[src/rtl/threshold_loader.sv]
// threshold_loader: assembles the two-lane threshold write stream into
// per-beam shadow registers and atomically commits trigger/subthreshold
// values to the beam comparators on a validated update strobe.
module threshold_loader #(
  parameter int                NBEAMS       = 46,
  parameter int                TWIDTH       = 18,
  parameter logic [TWIDTH-1:0] DEFAULT_TRIG = 18'h3FFFF,
  parameter logic [TWIDTH-1:0] DEFAULT_SUB  = 18'h3FFFF
) (
  input  logic                     aclk,
  input  logic                     aresetn,
  input  logic [2*TWIDTH-1:0]      thresh_i,
  input  logic [1:0]               thresh_wr_i,
  input  logic [1:0]               thresh_update_i,
  input  logic                     err_clr_i,
  output logic [NBEAMS*TWIDTH-1:0] trig_thresh_o,
  output logic [NBEAMS*TWIDTH-1:0] subthresh_o,
  output logic                     applied_o,
  output logic                     load_err_o,
  output logic                     underflow_o,
  output logic [7:0]               commit_count_o
);

  localparam int NDUAL  = (NBEAMS + 1) / 2;
  localparam int NWORDS = 2 * NDUAL;
  localparam int WCW    = $clog2(NWORDS) + 1;

  // Shadow storage indexed by beam number 2d+k; the last lane1 slot is
  // unused when NBEAMS is odd.
  logic [TWIDTH-1:0] sh_trig  [NWORDS];
  logic [TWIDTH-1:0] sh_delta [NWORDS];
  logic [TWIDTH-1:0] trig_q   [NBEAMS];
  logic [TWIDTH-1:0] sub_q    [NBEAMS];
  logic [TWIDTH-1:0] new_sub  [NBEAMS];

  logic [WCW-1:0] wcnt;
  logic [WCW-1:0] d_sel;
  logic           ld_err;
  logic           uf_any;

  logic wr_any, wr_pair, upd_any, upd_pair, full;
  logic wr_accept, wr_err, upd_valid, upd_err;

  // Decode strobes into accept / error / commit conditions.
  always_comb begin
    wr_any    = |thresh_wr_i;
    wr_pair   = &thresh_wr_i;
    upd_any   = |thresh_update_i;
    upd_pair  = &thresh_update_i;
    full      = (wcnt == WCW'(NWORDS));
    d_sel     = WCW'(NDUAL - 1) - (wcnt >> 1);
    wr_accept = wr_pair && !upd_any && !full;
    wr_err    = !upd_any && ((wr_any && !wr_pair) || (wr_pair && full));
    upd_valid = upd_pair && full && !wr_any && !ld_err;
    upd_err   = upd_any && !upd_valid;
  end

  // Subthreshold = trigger - delta, clamped to zero on underflow.
  always_comb begin
    uf_any = 1'b0;
    for (int b = 0; b < NBEAMS; b++) begin
      if (sh_delta[b] > sh_trig[b]) begin
        new_sub[b] = '0;
        uf_any     = 1'b1;
      end else begin
        new_sub[b] = sh_trig[b] - sh_delta[b];
      end
    end
  end

  // Shadow load, write counter, commit and sticky flags.
  always_ff @(posedge aclk) begin
    if (!aresetn) begin
      for (int i = 0; i < NWORDS; i++) begin
        sh_trig[i]  <= '0;
        sh_delta[i] <= '0;
      end
      for (int b = 0; b < NBEAMS; b++) begin
        trig_q[b] <= DEFAULT_TRIG;
        sub_q[b]  <= DEFAULT_SUB;
      end
      wcnt           <= '0;
      ld_err         <= 1'b0;
      applied_o      <= 1'b0;
      load_err_o     <= 1'b0;
      underflow_o    <= 1'b0;
      commit_count_o <= '0;
    end else begin
      applied_o <= 1'b0;
      if (wr_accept) begin
        for (int i = 0; i < NDUAL; i++) begin
          if (d_sel == WCW'(i)) begin
            if (wcnt[0]) begin
              sh_trig[2*i]   <= thresh_i[TWIDTH-1:0];
              sh_trig[2*i+1] <= thresh_i[2*TWIDTH-1:TWIDTH];
            end else begin
              sh_delta[2*i]   <= thresh_i[TWIDTH-1:0];
              sh_delta[2*i+1] <= thresh_i[2*TWIDTH-1:TWIDTH];
            end
          end
        end
        wcnt <= wcnt + WCW'(1);
      end
      if (wr_err) ld_err <= 1'b1;
      // Any update strobe ends the load, valid or not.
      if (upd_any) begin
        wcnt   <= '0;
        ld_err <= 1'b0;
      end
      if (upd_valid) begin
        for (int b = 0; b < NBEAMS; b++) begin
          trig_q[b] <= sh_trig[b];
          sub_q[b]  <= new_sub[b];
        end
        applied_o      <= 1'b1;
        commit_count_o <= commit_count_o + 8'd1;
      end
      load_err_o  <= wr_err | upd_err | (load_err_o & ~err_clr_i);
      underflow_o <= (upd_valid & uf_any) | (underflow_o & ~err_clr_i);
    end
  end

  // Flatten active thresholds onto the output buses.
  for (genvar b = 0; b < NBEAMS; b++) begin : g_out
    assign trig_thresh_o[b*TWIDTH +: TWIDTH] = trig_q[b];
    assign subthresh_o[b*TWIDTH +: TWIDTH]   = sub_q[b];
  end

endmodule

[config.mk]
export PLATFORM = sky130hd
export DESIGN_NAME = threshold_loader
export DESIGN_NICKNAME = d
export VERILOG_FILES = /design/src/rtl/threshold_loader.sv
export SDC_FILE = /design/constraint.sdc
export NUM_CORES = 2
export LEC_CHECK = 0
export BUFFER_PORTS_ARGS = -buffer_cell sky130_fd_sc_hd__buf_2
export CAP_MARGIN = 20
export CORE_AREA = 3 3 664 666
export DETAILED_ROUTE_END_ITERATION = 10
export DIE_AREA = 0 0 667 669
export PLACE_DENSITY = 0.54
export SYNTH_ARGS = -nofsm -noshare
export SYNTH_HDL_FRONTEND = slang
export SYNTH_SLANG_ARGS = --single-unit
export TNS_END_PERCENT = 30
[constraint.sdc]
create_clock -name aclk -period 53.3 [get_ports aclk]
set_input_delay 0 -clock aclk [delete_from_list [all_inputs] [get_ports aclk]]
set_output_delay 0 -clock aclk [all_outputs]
set_load 0.01 [all_outputs]
==> summary.txt <==
Post-cts resize count = 0
Max Cap Viol = 0
Layout Nets = 15200
Htree depth = 5
Worst Tran Pin Value = 1160 ps
Row Count = 242
Root Driver = clkbuf_16
Setup ws final = 46350 ps
R2r endpoint = sub_q[0][555]
Multi-input gate area = 49100 um^2
Clock sink total = 3331
FF/Latch Area = 99800 um^2
Die area = 446000 um^2
Yosys cell types = 88
Max Clock Skew = 75.3 ps
Post-Syn Nets = 13300
Initial Util = 0.355
GRT Residual Overflow = 0
Post-synth EDFFs = 3312
Ys async rst share = 0
DP Wirelength = 448000 um
CTS max path bufs = 4
Synth Register Bits = 3331
Vias in the first global route = 101000
Pwr/cell area = 35.5 nW/um^2
YS warnings = 0
Top post-synthesis cells by area = edfxtp_1, ha_1, nor2_1
Worst Setup End Kind = register
Fin. Hold Viols = 0
Ratio of cells with drive above 1 in the final layout = 0.180
Initial antenna violation count = 85
GR Util All Layers = 0.263
Final setup violation count = 0
Avg Inst Size Synth = 12.4 um^2
Largest net degree at the start of global routing = 217
Sequential element share of the synthesized area = 0.647
Worst skew pair latency = 990 ps
Critical path class = register to register
Crit path max fanout = 116
Count leader, synth = edfxtp_1
Vias per cell = 5.23
WHS Endpoint = sh_trig[5][1]
Vias after detailed routing = 106000
Critical Path AT = 7550 ps
Routed Antenna Nets = 0
Num CTS Buffers = 372
Core region area = 435000 um^2
Hold Crit Class = input pin to register
Synth Instances = 12400
I/O Pins = 1710
Crit share post-route = 0.130
Critical R2R Launch = wcnt[1]
Drt first pass iters = 6
WL final = 608000 um
First-pass GRT wire length = 816000 um
Number of fillers in the final layout = 40800
Setup TNS = 0 ps
Run status = completed
Reg2reg path depth = 12
Synth area leader = edfxtp_1
Hold path start = thresh_i[1]
Area fraction of the dominant cell type after synthesis = 0.644
Clock slew at reported path FFs = 60 ps
CTS tree = yes
RD Place Congestion = 0.910
Routed WL per cell = 29.9 um
Main synth FF type = edfxtp_1
RSZ-0062 raised after global routing = no
Area delta synth->final = 18.8%
Worst hold stages = 3
Mapped Area = 154000 um^2
P_leak = 0.0679 uW
Total Power = 6510 uW
Number of remaining DRC errors = 0
Fin. max-slew vios = 0
Reg-to-reg slack, setup = 46350 ps
Fmax = 144 MHz
Port Buf Inserts = 1709
Die height = 669 um
Iteration-0 DRC Markers = 11100
Worst rel slew slack = 0.223
Minimum clock period after layout = 6950 ps
Peak supply drop = 0.0000277 V
Dpl ws = 46640 ps
CP startpoint kind = register
Required time worst endpoint = 53900 ps
Die Width = 667 um
Top cells by count, synth = edfxtp_1, nor2_1, inv_1, o21ai_0, nand2b_1
==> metrics by stage <==
stage           util  instances  cell area, um^2  hold slack [ps]
6_report       0.422      20400           183000              106
4_1_cts        0.421      20300           183000             47.2
3_3_place_gp   0.392      19600           170000              348
2_1_floorplan      -      12400           154000              201
3_5_place_dp   0.392      19600           171000              349
5_1_grt        0.422      20300           183000             75.4
==> registers in the layout (all words and copies together), names as in the netlist <==
| signal | cells |
|---|---|
| applied_o | 1 |
| commit_count_o | 8 |
| ld_err | 1 |
| load_err_o | 1 |
| sh_delta | 828 |
| sh_trig | 828 |
| sub_q | 828 |
| trig_q | 828 |
| underflow_o | 1 |
| wcnt | 7 |
==> what timing repair did <==
action / in CTS / in global routing
setup buffers: 0 / 0
hold buffers: 49 / 0
hold endpoints to repair: 638 / 0
==> area by class of cell <==
cell class | count | area share
Sequential cell | 3331 | 0.544
Multi-Input combinational cell | 7495 | 0.268
Timing Repair Buffer | 1964 | 0.0588
Clock buffer | 460 | 0.0532
Tap cell | 5734 | 0.0391
Inverter | 1131 | 0.0232
Clock inverter | 219 | 0.0131
Antenna cell | 29 | 0.000396
==> cells by family after synthesis <==
logic type,Yosys count,synth area share
adders and majority gates,877,0.0733
and+or+nand+nor,3634,0.112
DFF,3331,0.647
xor gates and xnor gates,629,0.0357
buffers and inverters,1597,0.0389
muxes,6,0.000397
AOI/OAI and AO/OA,2349,0.0925
==> per-layer routing <==
metal / global-route usage / wire, um / vias up
met3: 0.0325 / 36000 / 887
li1: - / - / 47800
met4: 0.134 / 36300 / 8
met2: 0.437 / 290000 / 4198
met1: 0.338 / 246000 / 53600
met5: 0 / 55 / -
==> worst max path at each step <==
stage / from / endpoint / slack (ps) / cells after the start
after floorplan: wcnt[1] / sub_q[0][0] / 10310 / 6
after global placement: wcnt[0] / sub_q[0][580] / 46630 / 13
after detailed placement: wcnt[1] / sub_q[0][555] / 46640 / 12
after CTS: wcnt[1] / sub_q[0][555] / 46560 / 12
after global routing: wcnt[1] / sub_q[0][514] / 45970 / 12
final: wcnt[1] / sub_q[0][555] / 46350 / 12
==> layout by cell type, fill, tap and decap left out, types with 70 or more instances in the layout <==
| master | count |
|---|---|
| a21o_1 | 200 |
| a21oi_1 | 468 |
| buf_2 | 1708 |
| buf_4 | 191 |
| clkbuf_1 | 80 |
| clkbuf_16 | 375 |
| clkinv_1 | 77 |
| edfxtp_1 | 3312 |
| ha_1 | 831 |
| inv_1 | 1130 |
| nand2_1 | 457 |
| nand2b_1 | 884 |
| nand3_1 | 118 |
| nor2_1 | 1559 |
| nor2b_1 | 91 |
| nor3_1 | 141 |
| o21a_1 | 88 |
| o21ai_0 | 1004 |
| o21bai_1 | 70 |
| o31ai_1 | 100 |
| xnor2_1 | 308 |
| xor2_1 | 321 |
==> critical path, stage by stage (launching register included) <==
cell	delay (ps)
dfxtp_1	460
ha_1	200
nand2_1	50
nor3_1	140
nand3_1	360
nor3_2	900
nand2_4	310
inv_8	470
buf_4	680
buf_4	660
buf_4	830
buf_4	780
o21ai_0	260
==> power by group <==
group / internal [uW] / switching [uW] / total, uW
combinational: 275 / 534 / 809
clock: 1500 / 1110 / 2610
sequential: 3010 / 86.3 / 3100
total: 4780 / 1730 / 6510
(Power assumes the default switching activity.)
